## src/rtl/uart_pkg.sv

```systemverilog
// uart_pkg: shared types for the parametrised UART transceiver.
//   parity_e   - run-time parity selection (code 3 is reserved, behaves as none)
//   tx_state_e - transmit FSM states
//   rx_state_e - receive FSM states
//   par_en()   - true when the parity selection inserts/checks a parity bit
package uart_pkg;

    typedef enum logic [1:0] {
        PARITY_NONE = 2'd0,
        PARITY_EVEN = 2'd1,
        PARITY_ODD  = 2'd2,
        PARITY_RSVD = 2'd3
    } parity_e;

    typedef enum logic [2:0] {
        T_IDLE, T_START, T_DATA, T_PARITY, T_STOP
    } tx_state_e;

    typedef enum logic [2:0] {
        R_IDLE, R_START, R_DATA, R_PARITY, R_STOP
    } rx_state_e;

    function automatic logic par_en(input parity_e p);
        return (p == PARITY_EVEN) || (p == PARITY_ODD);
    endfunction

endpackage

```

## src/rtl/uart_baud_tick.sv

```systemverilog
// uart_baud_tick: divisor down-counter producing the oversample tick.
//   CLK, nRST  - clock, asynchronous active-low reset
//   cfg_div_i  - tick period is cfg_div_i+1 clocks, picked up at each reload
//   tick_o     - one-clock pulse when the counter reaches zero
module uart_baud_tick #(
    parameter int DIV_W = 16
) (
    input  logic             CLK,
    input  logic             nRST,
    input  logic [DIV_W-1:0] cfg_div_i,
    output logic             tick_o
);

    logic [DIV_W-1:0] cnt_q, cnt_d;

    assign tick_o = (cnt_q == '0);
    assign cnt_d  = tick_o ? cfg_div_i : cnt_q - 1'b1;

    always_ff @(posedge CLK or negedge nRST) begin
        if (!nRST) cnt_q <= '0;
        else       cnt_q <= cnt_d;
    end

endmodule

```

## src/rtl/uart_xcvr_param.sv

```systemverilog
// uart_xcvr_param: parametrised UART Tx/Rx engine with valid/ready streams.
//   CLK, nRST                  - clock, asynchronous active-low reset
//   cfg_div/parity/stop2/flow_en - baud divisor, parity mode, 2 stop bits, RTS/CTS enable
//   tx_data/tx_valid/tx_ready  - transmit payload stream
//   tx_out, tx_busy            - serial output (idles high), Tx FSM active
//   cts_n, rts_n               - flow control, both active low
//   rx_in                      - asynchronous serial input
//   rx_data/rx_valid/rx_ready  - received payload stream (single holding register)
//   rx_parity_err/rx_frame_err - error flags travelling with rx_data
//   rx_overrun                 - pulse when a completed frame found the holder full
module uart_xcvr_param
    import uart_pkg::*;
#(
    parameter int DATA_BITS  = 8,
    parameter int OVERSAMPLE = 16,
    parameter int DIV_W      = 16
) (
    input  logic                 CLK,
    input  logic                 nRST,
    input  logic [DIV_W-1:0]     cfg_div,
    input  logic [1:0]           cfg_parity,
    input  logic                 cfg_stop2,
    input  logic                 cfg_flow_en,
    input  logic [DATA_BITS-1:0] tx_data,
    input  logic                 tx_valid,
    output logic                 tx_ready,
    output logic                 tx_out,
    input  logic                 cts_n,
    input  logic                 rx_in,
    output logic [DATA_BITS-1:0] rx_data,
    output logic                 rx_valid,
    input  logic                 rx_ready,
    output logic                 rx_parity_err,
    output logic                 rx_frame_err,
    output logic                 rx_overrun,
    output logic                 rts_n,
    output logic                 tx_busy
);

    localparam int              PH_W     = $clog2(OVERSAMPLE);
    localparam logic [PH_W-1:0] PH_LAST  = PH_W'(OVERSAMPLE - 1);
    localparam logic [PH_W-1:0] PH_HALF  = PH_W'(OVERSAMPLE / 2 - 1);
    localparam logic [3:0]      BIT_LAST = 4'(DATA_BITS - 1);

    logic    tick;
    parity_e cfg_par;

    assign cfg_par = parity_e'(cfg_parity);

    uart_baud_tick #(.DIV_W(DIV_W)) u_tick (
        .CLK       (CLK),
        .nRST      (nRST),
        .cfg_div_i (cfg_div),
        .tick_o    (tick)
    );

    // ---------------- transmitter ----------------
    tx_state_e            tx_state_q, tx_state_d;
    logic [PH_W-1:0]      tx_phase_q, tx_phase_d;
    logic [3:0]           tx_bit_q, tx_bit_d;
    logic [DATA_BITS-1:0] tx_sh_q, tx_sh_d;
    logic                 tx_par_q, tx_par_d;
    logic                 tx_pen_q, tx_pen_d;
    logic                 tx_stop2_q, tx_stop2_d;
    logic                 tx_out_q, tx_out_d;
    logic                 cts_s1_q, cts_s2_q;
    logic                 tx_end;

    assign tx_ready = (tx_state_q == T_IDLE) && !(cfg_flow_en && cts_s2_q);
    assign tx_busy  = (tx_state_q != T_IDLE);
    assign tx_out   = tx_out_q;
    assign tx_end   = tick && (tx_phase_q == PH_LAST);

    // tx_out_d is set on the transition into each bit so the line is fully registered
    always_comb begin
        tx_state_d = tx_state_q;
        tx_phase_d = (tx_state_q != T_IDLE && tick) ? tx_phase_q + 1'b1 : tx_phase_q;
        tx_bit_d   = tx_bit_q;
        tx_sh_d    = tx_sh_q;
        tx_par_d   = tx_par_q;
        tx_pen_d   = tx_pen_q;
        tx_stop2_d = tx_stop2_q;
        tx_out_d   = tx_out_q;
        case (tx_state_q)
            T_IDLE: if (tx_valid && tx_ready) begin
                tx_state_d = T_START;
                tx_phase_d = '0;
                tx_sh_d    = tx_data;
                tx_par_d   = (^tx_data) ^ (cfg_par == PARITY_ODD);
                tx_pen_d   = par_en(cfg_par);
                tx_stop2_d = cfg_stop2;
                tx_out_d   = 1'b0;
            end
            T_START: if (tx_end) begin
                tx_state_d = T_DATA;
                tx_bit_d   = '0;
                tx_out_d   = tx_sh_q[0];
            end
            T_DATA: if (tx_end) begin
                if (tx_bit_q == BIT_LAST) begin
                    tx_state_d = tx_pen_q ? T_PARITY : T_STOP;
                    tx_out_d   = tx_pen_q ? tx_par_q : 1'b1;
                    tx_bit_d   = '0;
                end else begin
                    tx_bit_d = tx_bit_q + 4'd1;
                    tx_sh_d  = tx_sh_q >> 1;
                    tx_out_d = tx_sh_q[1];
                end
            end
            T_PARITY: if (tx_end) begin
                tx_state_d = T_STOP;
                tx_bit_d   = '0;
                tx_out_d   = 1'b1;
            end
            T_STOP: if (tx_end) begin
                // tx_bit_q counts stop bits already sent
                if (tx_stop2_q && tx_bit_q == 4'd0) tx_bit_d = 4'd1;
                else tx_state_d = T_IDLE;
            end
            default: tx_state_d = T_IDLE;
        endcase
    end

    always_ff @(posedge CLK or negedge nRST) begin
        if (!nRST) begin
            tx_state_q <= T_IDLE;
            tx_phase_q <= '0;
            tx_bit_q   <= '0;
            tx_sh_q    <= '0;
            tx_par_q   <= 1'b0;
            tx_pen_q   <= 1'b0;
            tx_stop2_q <= 1'b0;
            tx_out_q   <= 1'b1;
            cts_s1_q   <= 1'b0;
            cts_s2_q   <= 1'b0;
        end else begin
            tx_state_q <= tx_state_d;
            tx_phase_q <= tx_phase_d;
            tx_bit_q   <= tx_bit_d;
            tx_sh_q    <= tx_sh_d;
            tx_par_q   <= tx_par_d;
            tx_pen_q   <= tx_pen_d;
            tx_stop2_q <= tx_stop2_d;
            tx_out_q   <= tx_out_d;
            cts_s1_q   <= cts_n;
            cts_s2_q   <= cts_s1_q;
        end
    end

    // ---------------- receiver ----------------
    rx_state_e            rx_state_q, rx_state_d;
    logic [PH_W-1:0]      rx_phase_q, rx_phase_d;
    logic [3:0]           rx_bit_q, rx_bit_d;
    logic [DATA_BITS-1:0] rx_sh_q, rx_sh_d;
    parity_e              rx_par_q, rx_par_d;
    logic                 rx_perr_q, rx_perr_d;
    logic                 rx_s1_q, rx_s2_q, rx_prev_q;
    logic                 rx_smp, rx_done;
    logic [DATA_BITS-1:0] rx_data_q;
    logic                 rx_valid_q, rx_pe_q, rx_fe_q, rx_ovr_q, rts_q;
    logic                 rx_hs, rx_load;

    assign rx_smp = tick && (rx_phase_q == PH_LAST);

    always_comb begin
        rx_state_d = rx_state_q;
        rx_phase_d = (rx_state_q != R_IDLE && tick) ? rx_phase_q + 1'b1 : rx_phase_q;
        rx_bit_d   = rx_bit_q;
        rx_sh_d    = rx_sh_q;
        rx_par_d   = rx_par_q;
        rx_perr_d  = rx_perr_q;
        rx_done    = 1'b0;
        case (rx_state_q)
            R_IDLE: if (rx_prev_q && !rx_s2_q) begin
                rx_state_d = R_START;
                rx_phase_d = '0;
                rx_par_d   = cfg_par;
                rx_perr_d  = 1'b0;
            end
            // half a bit in: still low is a real start, high is a glitch
            R_START: if (tick && rx_phase_q == PH_HALF) begin
                rx_state_d = rx_s2_q ? R_IDLE : R_DATA;
                rx_phase_d = '0;
                rx_bit_d   = '0;
            end
            R_DATA: if (rx_smp) begin
                rx_sh_d = {rx_s2_q, rx_sh_q[DATA_BITS-1:1]};
                if (rx_bit_q == BIT_LAST) rx_state_d = par_en(rx_par_q) ? R_PARITY : R_STOP;
                else rx_bit_d = rx_bit_q + 4'd1;
            end
            R_PARITY: if (rx_smp) begin
                rx_perr_d  = rx_s2_q ^ (^rx_sh_q) ^ (rx_par_q == PARITY_ODD);
                rx_state_d = R_STOP;
            end
            R_STOP: if (rx_smp) begin
                rx_done    = 1'b1;
                rx_state_d = R_IDLE;
            end
            default: rx_state_d = R_IDLE;
        endcase
    end

    // a same-cycle handshake frees the holder in time for the completing frame
    assign rx_hs   = rx_valid_q && rx_ready;
    assign rx_load = rx_done && (!rx_valid_q || rx_hs);

    always_ff @(posedge CLK or negedge nRST) begin
        if (!nRST) begin
            rx_state_q <= R_IDLE;
            rx_phase_q <= '0;
            rx_bit_q   <= '0;
            rx_sh_q    <= '0;
            rx_par_q   <= PARITY_NONE;
            rx_perr_q  <= 1'b0;
            rx_s1_q    <= 1'b1;
            rx_s2_q    <= 1'b1;
            rx_prev_q  <= 1'b1;
            rx_data_q  <= '0;
            rx_valid_q <= 1'b0;
            rx_pe_q    <= 1'b0;
            rx_fe_q    <= 1'b0;
            rx_ovr_q   <= 1'b0;
            rts_q      <= 1'b0;
        end else begin
            rx_state_q <= rx_state_d;
            rx_phase_q <= rx_phase_d;
            rx_bit_q   <= rx_bit_d;
            rx_sh_q    <= rx_sh_d;
            rx_par_q   <= rx_par_d;
            rx_perr_q  <= rx_perr_d;
            rx_s1_q    <= rx_in;
            rx_s2_q    <= rx_s1_q;
            rx_prev_q  <= rx_s2_q;
            rx_valid_q <= rx_load || (rx_valid_q && !rx_hs);
            rx_ovr_q   <= rx_done && rx_valid_q && !rx_hs;
            rts_q      <= cfg_flow_en && rx_valid_q;
            if (rx_load) begin
                rx_data_q <= rx_sh_q;
                rx_pe_q   <= rx_perr_q;
                rx_fe_q   <= !rx_s2_q;
            end
        end
    end

    assign rx_data       = rx_data_q;
    assign rx_valid      = rx_valid_q;
    assign rx_parity_err = rx_pe_q;
    assign rx_frame_err  = rx_fe_q;
    assign rx_overrun    = rx_ovr_q;
    assign rts_n         = rts_q;

endmodule

```

## config.mk

```make
export PLATFORM = sky130hd
export DESIGN_NAME = uart_xcvr_param
export DESIGN_NICKNAME = d
export VERILOG_FILES = /design/src/rtl/uart_pkg.sv /design/src/rtl/uart_baud_tick.sv /design/src/rtl/uart_xcvr_param.sv
export SDC_FILE = /design/constraint.sdc
export NUM_CORES = 1
export LEC_CHECK = 0
export CORE_MARGIN = 5
export CORE_UTILIZATION = 29
export CTS_CLUSTER_SIZE = 40
export DETAILED_ROUTE_END_ITERATION = 8
export GPL_ROUTABILITY_DRIVEN = 0
export MAX_ROUTING_LAYER = met4
export PLACE_DENSITY = 0.54
export RECOVER_POWER = 100
export SLEW_MARGIN = 10
export SYNTH_ARGS = -nofsm -noshare
export SYNTH_HDL_FRONTEND = slang
export SYNTH_SLANG_ARGS = --single-unit
```

## constraint.sdc

```tcl
create_clock -name CLK -period 2.9 [get_ports CLK]
set_input_delay 0.58 -clock CLK [delete_from_list [all_inputs] [get_ports CLK]]
set_output_delay 0.58 -clock CLK [all_outputs]
set_load 0.02 [all_outputs]
```

Yosys cells after proc, flatten, opt, wreduce, memory -nomap -nowiden
Cells that the tools add are included.

Eq/ne operators: 34. Bitwise logic cells: 3. Add/subtract/negate cells: 5. Reductions and logical operators: 48. Div/mod/pow operators: 0. Multiplexer cells: 52. $lt $le $gt $ge: 0. Shifts and indexed selects: 0. $mul: 0.

Operators with widths (count): $mux 4 (14); $mux 3 (15); $ne 2x2->1 const B (15); $pmux 3 s5 (2); $mux 8 (3); $add 4x1->4 const B (4); $logic_and 1x1->1 (16); $logic_not 16->1 (1); $mux 16 (1); $pmux 4 s2 (2); $pmux 8 s2 (1); $reduce_xor 8->1 (2); $sub 16x1->16 const B (1); $eq 3x2->1 const B (4); $eq 4x3->1 const B (3); $pmux 4 s3 (1); $mux 1 (10); $reduce_and 5->1 (2); $reduce_bool 3->1 (3); $eq 4x4->1 const B (2); $reduce_and 4->1 (2); $reduce_and 7->1 (1); $eq 3x1->1 const B (2); $eq 3x3->1 const B (2); other kinds (17) (33).

Memories kept: 0. Word-level logic and storage cells: 168. Input bits: 34. Latch bits: 0. Memory bits (writable): 0. Flip-flop bits (word level): 79. ROM bits: 0. Output and inout port bits: 16.

Logic depth before layout (Yosys ltp)
Gate-level depths: netlist of run 1.

Depth after elaboration: 6. Mapped depth: 9. Gate-level depth less buffers: 7.

Hierarchy
From an unflattened synthesis of run 1, not the netlist that was laid out.

Cells, all modules: 385. Area total of the unflattened synthesis: 4111.4 µm².

Modules (own cells, without submodules): uart_xcvr_param (times used 1, sequential area each 1581.5 µm², area an instance 3200.6 µm², cells an instance 284); uart_baud_tick (times used 1, sequential area each 400.4 µm², area an instance 910.9 µm², cells an instance 101).

Least setup slack after synthesis of run 1
OpenSTA, ideal clock, no wires.

Kind: register -> register. Start: register u_tick.cnt_q[0]. End: register rx_data_q[0] (netlist: rx_data[0]). Buffers on the path: 1. Clock period less this slack: 2.491 ns. Setup time: 0.125 ns. Path slack: 0.409 ns. Stages on the path, launching flop included: 9. Data arrival time: 2.366 ns. Data required time: 2.775 ns. Cells stage by stage: dfrtp_1 > inv_1 > ha_1 > or4b_1 > or4_4 > nor2_1 > and3_1 > buf_2 > mux2_2.

Word-level cells in the longest chain between the ends: 5.

RTL lines: from (decl) (line uart_baud_tick.sv:14) `logic [DIV_W-1:0] cnt_q, cnt_d;`; from (signal assigned) (line uart_baud_tick.sv:21) `else cnt_q <= cnt_d;`; $logic_not 16->1 (line uart_baud_tick.sv:16) `assign tick_o = (cnt_q == '0);`; $logic_and 1x1->1 (line uart_xcvr_param.sv:163) `assign rx_smp = tick && (rx_phase_q == PH_LAST);`; $mux 1 (line uart_xcvr_param.sv:195) `R_STOP: if (rx_smp) begin`; $mux 1 (line uart_xcvr_param.sv:173) `case (rx_state_q)`; $logic_and 1x1->1 (line uart_xcvr_param.sv:205) `assign rx_load = rx_done && (!rx_valid_q || rx_hs);`; to (signal assigned) (line uart_xcvr_param.sv:238) `rx_data_q <= rx_sh_q;`; to (decl) (line uart_xcvr_param.sv:159) `logic [DATA_BITS-1:0] rx_data_q;`.

No other way between the ends. A chain may end at the register's enable or synchronous reset.

Worst setup path after layout of run 1
Start: register u_tick.cnt_q[0]. End: register rx_data_q[6] (netlist: rx_data[6]).

The elaborated chain is that of the path after synthesis.

==> results of run 1 <==
-- routing by layer --
metal,part of all wire (%),up-vias,global-route usage [%],wire [µm]
li1,-,1541,-,-
met1,46,1502,14.4,4140
met2,48,67,18.6,4300
met3,4.9,7,4.33,436
met4,0.90,0,3.25,81
met5,0,-,-,0
-- registers in the layout (all words and copies together) (netlist names), 2 cells and up --
signal and flops:
rx_par_q 2, tx_sh_q 8, rx_state_q 3, rx_sh_q 8, u_tick.cnt_q 16, rx_bit_q 4
rx_data 8, tx_bit_q 4, tx_phase_q 4, tx_state_q 3, rx_phase_q 4
-- cell usage in the layout (no fill, tap or decap), types with 3 or more instances in the layout --
cell / netlist / routed
o22ai_1: 3 / 3
nand3_1: 21 / 21
and3_1: 5 / 5
clkbuf_2: 0 / 3
nand4_1: 3 / 3
o31ai_1: 5 / 5
clkbuf_16: 0 / 9
clkdlybuf4s50_1: 0 / 28
xor2_1: 6 / 6
buf_4: 0 / 5
mux2i_1: 11 / 11
nor2_1: 50 / 49
inv_1: 11 / 11
dfstp_2: 4 / 3
dfrtp_1: 75 / 75
or4_1: 4 / 4
or4_4: 3 / 3
nor3b_1: 3 / 3
o21ai_0: 19 / 19
xnor2_1: 25 / 25
a211oi_1: 3 / 3
nand3b_1: 3 / 3
nor3_1: 7 / 7
nand2b_1: 7 / 7
nor2b_1: 3 / 3
or3_1: 5 / 4
nand2_1: 34 / 34
mux2_2: 19 / 19
clkbuf_1: 10 / 5
dlygate4sd3_1: 0 / 20
a21oi_1: 22 / 22
ha_1: 8 / 8
-- where the power goes --
part / switching, µW / internal (µW) / total [µW]
registers: 217 / 1310 / 1530
clock network: 453 / 628 / 1080
logic: 429 / 426 / 855
total: 1100 / 2360 / 3460
-- cells by family (layout without fill, tap and decap cells) --
group / after synthesis / count (layout) / share of synthesized area, %
AOI/OAI and AO/OA: 72 / 72 / 11.2
xor gates and xnor gates: 31 / 31 / 6.74
adders and majority gates: 8 / 8 / 2.48
buffers and inverters: 27 / 87 / 2.64
DFF: 79 / 79 / 49.2
muxes: 30 / 30 / 8.04
and+or+nand+nor: 158 / 158 / 19.7
-- Yosys cell counts, types with 5 or more instances --
cell / count
a21oi_1: 22
and3_1: 5
clkbuf_1: 10
dfrtp_1: 75
ha_1: 8
inv_1: 11
mux2_2: 19
mux2i_1: 11
nand2_1: 34
nand2b_1: 7
nand3_1: 21
nor2_1: 50
nor3_1: 7
o21ai_0: 19
o31ai_1: 5
or3_1: 5
xnor2_1: 25
xor2_1: 6
-- layout make-up --
cell class | instances | area, µm²
Clock buffer | 12 | 256
Clock inverter | 4 | 28.8
Fill cell | 1410 | 8730
Inverter | 11 | 41.3
Multi-Input combinational cell | 299 | 1960
Sequential cell | 79 | 1980
Tap cell | 180 | 225
Timing Repair Buffer | 60 | 548
-- worst max-delay path: cells and delay by family (launching register included) --
kind / cells / cell delay [ns]
DFF: 1 / 0.38
adders and majority gates: 1 / 0.22
and+or+nand+nor: 4 / 1.43
muxes: 1 / 0.35
buffers and inverters: 2 / 0.25
-- final timing paths --
kind / start / to / slack [ns] / cells after the start
max in group asynchronous: nRST / tx_bit_q[3]$_DFFE_PN0P_ / 0.94 / 1
worst min-delay path: cts_s1_q$_DFF_PN0_ / cts_s2_q$_DFF_PN0_ / 0.36 / 0
worst min register to register: cts_s1_q$_DFF_PN0_ / cts_s2_q$_DFF_PN0_ / 0.36 / 0
min in group asynchronous: nRST / cts_s1_q$_DFF_PN0_ / 0.79 / 1
worst max-delay path: u_tick.cnt_q[0]$_DFF_PN0_ / rx_data[6]$_DFFE_PN0P_ / 0.14 / 8
worst max register to register: u_tick.cnt_q[0]$_DFF_PN0_ / rx_data[6]$_DFFE_PN0P_ / 0.14 / 8
-- through the flow --
stage	area, µm²	worst slack, ns	power (µW)	hold slack [ns]
floorplan	4030	0.409	2130	0.284
global placement	4750	0.154	2410	0.336
detailed placement	4750	0.0720	2410	0.345
CTS	5040	0.0606	3530	0.359
global route	5040	0.0106	3710	0.367
finish	5040	0.138	3460	0.356
-- repair_timing --
action                                  in CTS  in global routing
buffers inserted                             0                  2
endpoints found under the setup margin       0                 19
gates resized for setup                      0                  3
hold buffers                                 0                  0
==> results.md, run 1 <==
* Drt wl/cell at 13.9 µm
* NumNets Final at 502
* DRT antenna net count at 0
* Synth unique cells at 50
* Port Buffer Count at 49
* Critical path class: flip-flop to flip-flop
* Clock Pin Slew Worst Setup and Hold Paths at 0.06 ns
* Top cells by area, synth: dfrtp_1, xnor2_1, mux2_2
* Status: finished, violations left
* Fin. max-slew vios at 80
* Antenna violations before repair at 0
* Largest net degree at the start of global routing at 80
* Final setup vio count at 0
* Peak VDD IR at 511 µV
* Failing checks: max-capacitance violations, max-slew violations
* Util after Layout at 36.6%
* Die Span X at 128 µm
* Tmin final at 2.76 ns
* Leak at 0.00209 µW
* Setup tns final at 0 ns
* DP HPWL at 6320 µm
* Chip height at 128 µm
* Post-synth ARST share at 100%
* Placed cell count at 627
* Total Wirelength at 8970 µm
* Slew HR at -31.7%
* Crit path required time at 3.12 ns
* Critical path capture point type: flip-flop
* First-pass DRT Iterations at 5
* Final cell count without fillers at 645
* FF+latch count, synth at 79
* Critical path, cell by cell: inv_1, ha_1, or4b_4, or4_4, nor2_2, and3_1, buf_4, mux2_2
* Boundary Pins at 50
* Number of buffers created by CTS at 9
* Number of synthesized flops with an enable pin at 0
* Max incr delay on CP at 0.58 ns
* DRT iter0 DRCs at 213
* Mapped Cells at 405
* Vias per cell at 4.83
* CP Data Arrival Time at 2.99 ns
* CTS max path bufs at 2
* Max Cap Viol at 1
* Mapped cell area at 4030 µm²
* Antenna fix cells at 0
* Worst hold path class: flip-flop to flip-flop
* Area share of the largest cell type after synthesis at 46.6%
* YS warnings at 0
* Share of cells above drive strength 1 at 12.7%
* GRT Total Usage at 11.8%
* Rows at 43
* First-pass GRT wire length at 15,100 µm
* Most frequently used flop master after synthesis: dfrtp_1
* CTS tree: built
* Starting Density at 29.3%
* Clock skew at 0.00658 ns
* Core Box Area at 13,800 µm²
* Max Clock Freq at 362 MHz
* Seq/Total Area, Yosys at 49.2%
* Post-synth top area cell: dfrtp_1
* Period utilization at 95.2%
* P&R area growth vs syn at 25.1%
* PwrDens at 686 nW/µm²
* Via count at 3,117
* CP Launch Type: flip-flop
* Syn_nets at 447
* Vias in the first global route at 3,134
* Slowest CP cell: or4_4
* CTS root buf: clkbuf_16
* RSZ-0062 raised after global routing: no
* Latest clock arrival within the worst-skew pair at 0.34 ns
* Crit path max fanout at 10
* H-tree levels at 3
* Residual DRC at 0
* Grt total ovfl at 0
* Final Hold Fails at 0
* Clock Sinks at 79
* Area of the die at 16,400 µm²
* Syn Area/Cell at 9.95 µm²
* Measured slew at the worst slew-check pin at 1.98 ns
Note: power is estimated with default switching activity, not from simulation.
==> run 2, diff against run 1 <==
- CORE_UTILIZATION: 29 -> 40
- GPL_ROUTABILITY_DRIVEN: 0 -> unset
- MAX_ROUTING_LAYER: met4 -> unset
- PLACE_DENSITY: 0.54 -> 0.68
==> results.md, run 2 (synthesis gave the netlist of run 1 again) <==
* CTS tree: built
* Critical path, cell by cell: inv_1, ha_1, or4b_1, or4_4, or3_1, mux2_2
* Final Hold Fails at 0 (unchanged)
* Crit path max fanout at 13 (+3)
* Worst slack, placed at 0.156 ns (+0.0839 ns)
* Failing checks: max-capacitance violations, max-slew violations
* Clock power share at 28.4% (-2.8 points)
* Clock skew at 0.0119 ns (+0.00537 ns)
* First-pass DRT Iterations at 4 (-1)
* Placed cell count at 583 (-7.0%)
* Starting Density at 41.0% (+12 points)
* DRT antenna net count at 0 (unchanged)
* Flop-to-flop setup slack at 0.17 ns (+0.03 ns)
* Leak at 0.00205 µW (-1.9%)
* Slew HR at -27.1% (+4.6 points)
* P_sw at 1100 µW (+0.36%)
* Worst hold path class: flip-flop to flip-flop
* Area of the multi-input gates at 1940 µm² (-1.3%)
* Boundary Pins at 50 (unchanged)
* P&R area growth vs syn at 21.9%
* CTS root buf: clkbuf_8
* Core Box Area at 9820 µm² (-29%)
* Number of buffers created by CTS at 9 (unchanged)
* Via count at 3,060 (-1.8%)
* Most frequent cells in the layout: dfrtp_1, nor2_1, nand2_1
* Largest net degree at the start of global routing at 80 (unchanged)
* Peak VDD IR at 315 µV (-38%)
* Total Wirelength at 8510 µm (-5.1%)
* Vias in the first global route at 3,147 (+0.41%)
* CP Launch Type: flip-flop
* Crit path max-delay family: simple AND/OR/NAND/NOR gates
* Fin. max-slew vios at 80 (unchanged)
* Area after DPL at 4710 µm² (-0.95%)
* Tmin final at 2.73 ns (-0.0318 ns)
* Period utilization at 94.1% (-1.1 points)
* PwrDens at 680 nW/µm² (-0.95%)
* Critical path capture point type: flip-flop
* # hold bufs at CTS at 0 (unchanged)
* Logic pwr share at 26.4% (+1.7 points)
* Register area at 1980 µm² (unchanged)
* Max Cap Viol at 1 (unchanged)
* Max Clock Freq at 366 MHz (+1.2%)
* Final cell count without fillers at 599 (-7.1%)
* Die Span X at 110 µm (-14%)
* First-pass GRT wire length at 14,700 µm (-2.7%)
* GRT Total Usage at 15.4% (+3.5 points)
* Clock Sinks at 79 (unchanged)
* Number of setup buffers added after CTS at 0 (unchanged)
* Drt wl/cell at 14.2 µm (+2.2%)
* Residual DRC at 0 (unchanged)
* CP Data Arrival Time at 2.98 ns (about the same)
* DP HPWL at 6030 µm (-4.5%)
* Most flop-heavy register: u_tick.cnt_q
* Max incr delay on CP at 0.58 ns (about the same)
* Rows at 36 (-16%)
* Port Buffer Count at 49 (unchanged)
* Final worst slack at 0.170 ns (+0.0318 ns)
* Critical path class: flip-flop to flip-flop
* Latest clock arrival within the worst-skew pair at 0.36 ns (+0.02 ns)
* Seq pwr share at 45.2% (+1.1 points)
* H-tree levels at 3 (unchanged)
* Setup tns final at 0 ns (unchanged)
* RSZ-0062 raised after global routing: no
* Measured slew at the worst slew-check pin at 1.91 ns (-0.0696 ns)
* Slowest CP cell: or3_1
* Final setup vio count at 0 (unchanged)
* Switching fraction of total power at 33.0% (+1.3 points)
* Antenna violations before repair at 0 (unchanged)
* Max FFs per register at 16 (unchanged)
* Int Pwr at 2240 µW (-5.4%)
* Vias per cell at 5.11 (+5.7%)
* Clock Pin Slew Worst Setup and Hold Paths at 0.09 ns (+0.03 ns)
* CTS max path bufs at 2 (unchanged)
* Commonest non-fill, non-tap cell in the layout: dfrtp_1
* Layout fillers at 919 (-35%)
* CP Buf/Inv Count at 1 (-1)
* Chip height at 110 µm (-14%)
* NumNets Final at 503 (+0.20%)
* RD Place Congestion at 0.850
* Crit path required time at 3.15 ns (+0.03 ns)
* Post-CTS sizing at 0 (unchanged)
* Design Area, Final at 4910 µm² (-2.6%)
* Share of cells above drive strength 1 at 12.2% (-0.46 points)
* Status: finished, violations left
* Area of the die at 12,200 µm² (-26%)
* DRT iter0 DRCs at 172 (-19%)
* Grt total ovfl at 0 (unchanged)
* Util after Layout at 50.0% (+13 points)
* Antenna fix cells at 0 (unchanged)
[run 2: cell types whose count changed in the layout (fill, tap and decap cells not counted), sizes merged]
cell,delta
bufinv,+2
clkbuf,-4
inv,+1
buf,+2
[run 2: area by class of cell]
class                           instances  share of cell area [%]
Multi-Input combinational cell        299                    39.4
Timing Repair Buffer                   61                    11.4
Inverter                               11                   0.841
Clock buffer                            9                    2.52
Clock inverter                          7                    2.11
Tap cell                              133                    3.39
Sequential cell                        79                    40.4
[run 2: path summary, 6_finish.rpt]
path	startpoint	end	cells after the start
min in group asynchronous	nRST	rx_frame_err$_DFFE_PN0P_	1
setup / recovery	u_tick.cnt_q[0]$_DFF_PN0_	rx_sh_q[6]$_DFFE_PN0P_	6
setup reg to reg	u_tick.cnt_q[0]$_DFF_PN0_	rx_sh_q[6]$_DFFE_PN0P_	6
max in group asynchronous	nRST	tx_phase_q[3]$_DFF_PN0_	1
hold / removal	cts_s1_q$_DFF_PN0_	cts_s2_q$_DFF_PN0_	0
hold reg to reg	cts_s1_q$_DFF_PN0_	cts_s2_q$_DFF_PN0_	0
[run 2: stage by stage]
| stage | total power [µW] | hold slack [ns] |
|---|---|---|
| CTS | 3380 | 0.361 |
| detailed placement | 2430 | 0.346 |
| global route | 3570 | 0.373 |
| finish | 3340 | 0.366 |
| global placement | 2400 | 0.346 |
| floorplan | 2130 | 0.284 |
[run 2: power by group through the flow]
stage | Clock (µW) | Sequential (µW) | Combinational [µW]
final | 948 | 1510 | 881
after global routing | 1020 | 1550 | 1010
after CTS | 969 | 1510 | 902
after detailed placement | 0 | 1530 | 899
after global placement | 0 | 1520 | 884
after floorplan | 0 | 1460 | 672
[run 2: per-layer routing]
metal,track usage (%),part of all wire (%),up-vias,routed length [µm]
met4,4.75,1.7,0,141
met3,3.61,3.2,11,269
li1,-,-,1551,-
met5,0,0,-,0
met1,20.5,47,1451,4010
met2,24.9,48,47,4100
==> run 3, diff against run 2 <==
- CORE_UTILIZATION: 40 -> 56
- PLACE_DENSITY: 0.68 -> 0.87
- SETUP_SLACK_MARGIN: unset -> 0.02
==> results.md, run 3 (synthesis gave the netlist of run 1 again) <==
* Status: finished, violations left
* Failing checks: max-capacitance violations, max-slew violations
* Slowest CP cell: or3_1
* Core Box Area at 7140 µm² (-27%)
* Grt total ovfl at 0 (unchanged)
* CP Launch Type: flip-flop
* Number of cells on the critical path at 6 (unchanged)
* First-pass DRT Iterations at 5 (+1)
* First-pass GRT wire length at 14,900 µm (+1.4%)
* H-tree levels at 3 (unchanged)
* Post-CTS sizing at 0 (unchanged)
* Crit path max-delay family: simple AND/OR/NAND/NOR gates
* Max Clock Freq at 362 MHz (-1.1%)
* Crit path required time at 3.14 ns (about the same)
* Final worst slack at 0.140 ns (-0.0305 ns)
* Area after DPL at 4640 µm² (-1.5%)
* Max incr delay on CP at 0.59 ns (about the same)
* Crit path max fanout at 13 (unchanged)
* DRT antenna net count at 0 (unchanged)
* Port Buffer Count at 49 (unchanged)
* WHS Path Cells at 0 (unchanged)
* Number of setup buffers added after CTS at 0 (unchanged)
* Clock Pin Slew Worst Setup and Hold Paths at 0.08 ns (about the same)
* Slew HR at -25.3% (+1.8 points)
* Worst hold path class: flip-flop to flip-flop
* Via count at 3,228 (+5.5%)
* Leak at 0.00202 µW (-1.8%)
* CTS root buf: clkbuf_8
* DP HPWL at 6170 µm (+2.3%)
* Critical path class: flip-flop to flip-flop
* Vias per cell at 5.75 (+13%)
* CP Buf/Inv Count at 1 (unchanged)
* Starting Density at 56.5% (+15 points)
* Util after Layout at 67.4% (+17 points)
* Residual DRC at 0 (unchanged)
* # hold bufs at CTS at 0 (unchanged)
* Flop-to-flop setup slack at 0.14 ns (-0.03 ns)
* Chip height at 94.8 µm (-14%)
* NumNets Final at 499 (-0.80%)
* Tmin final at 2.76 ns (+0.0305 ns)
* Period utilization at 95.2% (+1.1 points)
* Final Hold Fails at 0 (unchanged)
* Peak VDD IR at 377 µV (+20%)
* DRT iter0 DRCs at 176 (+2.3%)
* Critical path capture point type: flip-flop
* R2R cell count at 6 (unchanged)
* Boundary Pins at 50 (unchanged)
* Setup tns final at 0 ns (unchanged)
* Worst slack, placed at 0.127 ns (-0.0294 ns)
* RSZ-0062 raised after global routing: no
* Max Cap Viol at 1 (unchanged)
* Latest clock arrival within the worst-skew pair at 0.35 ns (about the same)
* Vias in the first global route at 3,206 (+1.9%)
* Hold Slack at 0.364 ns (-0.00119 ns)
* Clock Sinks at 79 (unchanged)
* Most flop-heavy register: u_tick.cnt_q
* RD Place Congestion at 0.936 (+10%)
* Drt wl/cell at 15.5 µm (+8.8%)
* GRT Total Usage at 21.0% (+5.6 points)
* Max FFs per register at 16 (unchanged)
* Design Area, Final at 4810 µm² (-2.0%)
* Total Wirelength at 8670 µm (+1.9%)
* Area of the die at 8990 µm² (-26%)
* Largest net degree at the start of global routing at 80 (unchanged)
* Number of buffers created by CTS at 9 (unchanged)
* Measured slew at the worst slew-check pin at 1.88 ns (-0.0263 ns)
* Antenna violations before repair at 0 (unchanged)
* Antenna fix cells at 0 (unchanged)
* CP Data Arrival Time at 3.00 ns (+0.02 ns)
* CTS tree: built
* Fin. max-slew vios at 80 (unchanged)
* Share of cells above drive strength 1 at 11.5% (-0.76 points)
* Commonest non-fill, non-tap cell in the layout: dfrtp_1
* Die Span X at 94.8 µm (-14%)
* Critical path, cell by cell: inv_1, ha_1, or4b_1, or4_4, or3_1, mux2_2
* Most frequent cells in the layout: dfrtp_1, nor2_1, nand2_1
* CTS max path bufs at 2 (unchanged)
* Rows at 31 (-14%)
* P&R area growth vs syn at 19.4%
* PwrDens at 672 nW/µm² (-1.2%)
* Clock skew at 0.0101 ns (-0.00184 ns)
* Final setup vio count at 0 (unchanged)
[run 3: cell types whose count changed in the layout (fill, tap and decap cells not counted), sizes merged]
| cell | change |
|---|---|
| buf | -3 |
| clkdlybuf4s50 | +2 |
| dlygate4sd3 | -2 |
| bufinv | -1 |
| clkbuf | -1 |
| clkinv | -1 |
| clkinvlp | +1 |
| inv | +1 |
[run 3: area by class of cell]
class | instances | area (µm²)
fill | 545 | 2320
sequential | 79 | 1980
multi-input combinational | 299 | 1930
timing repair buffer | 57 | 532
clock buffer | 9 | 124
tap | 99 | 124
clock inverter | 7 | 78.8
inverter | 11 | 41.3
[run 3: path summary, 6_finish.rpt]
kind | from | end
min | rx_s1_q$_DFF_PN1_ | rx_s2_q$_DFF_PN1_
max | u_tick.cnt_q[0]$_DFF_PN0_ | rx_sh_q[1]$_DFFE_PN0P_
min reg2reg | rx_s1_q$_DFF_PN1_ | rx_s2_q$_DFF_PN1_
min in group asynchronous | nRST | u_tick.cnt_q[9]$_DFF_PN0_
max in group asynchronous | nRST | rx_overrun$_DFF_PN0_
max reg2reg | u_tick.cnt_q[0]$_DFF_PN0_ | rx_sh_q[1]$_DFFE_PN0P_
[run 3: per-stage QoR]
step / std cells / power (µW)
2_1_floorplan: 405 / 2130
6_report: 561 / 3230
5_1_grt: 561 / 3430
3_3_place_gp: 545 / 2360
4_1_cts: 561 / 3250
3_5_place_dp: 545 / 2410
[run 3: per-layer routing]
metal	vias to the layer above	global-route usage [%]	wire length (µm)
met5	-	0	0
met4	0	5.89	108
met3	10	4.78	430
met2	106	35.4	4420
met1	1582	27.0	3710
li1	1530	-	-
[run 3: where the power goes]
group	internal [µW]	switching, µW	leakage, µW	total (µW)
sequential	1310	212	0.000994	1520
clock	406	433	0.0000929	840
combinational	422	453	0.000930	875
total	2130	1100	0.00202	3230
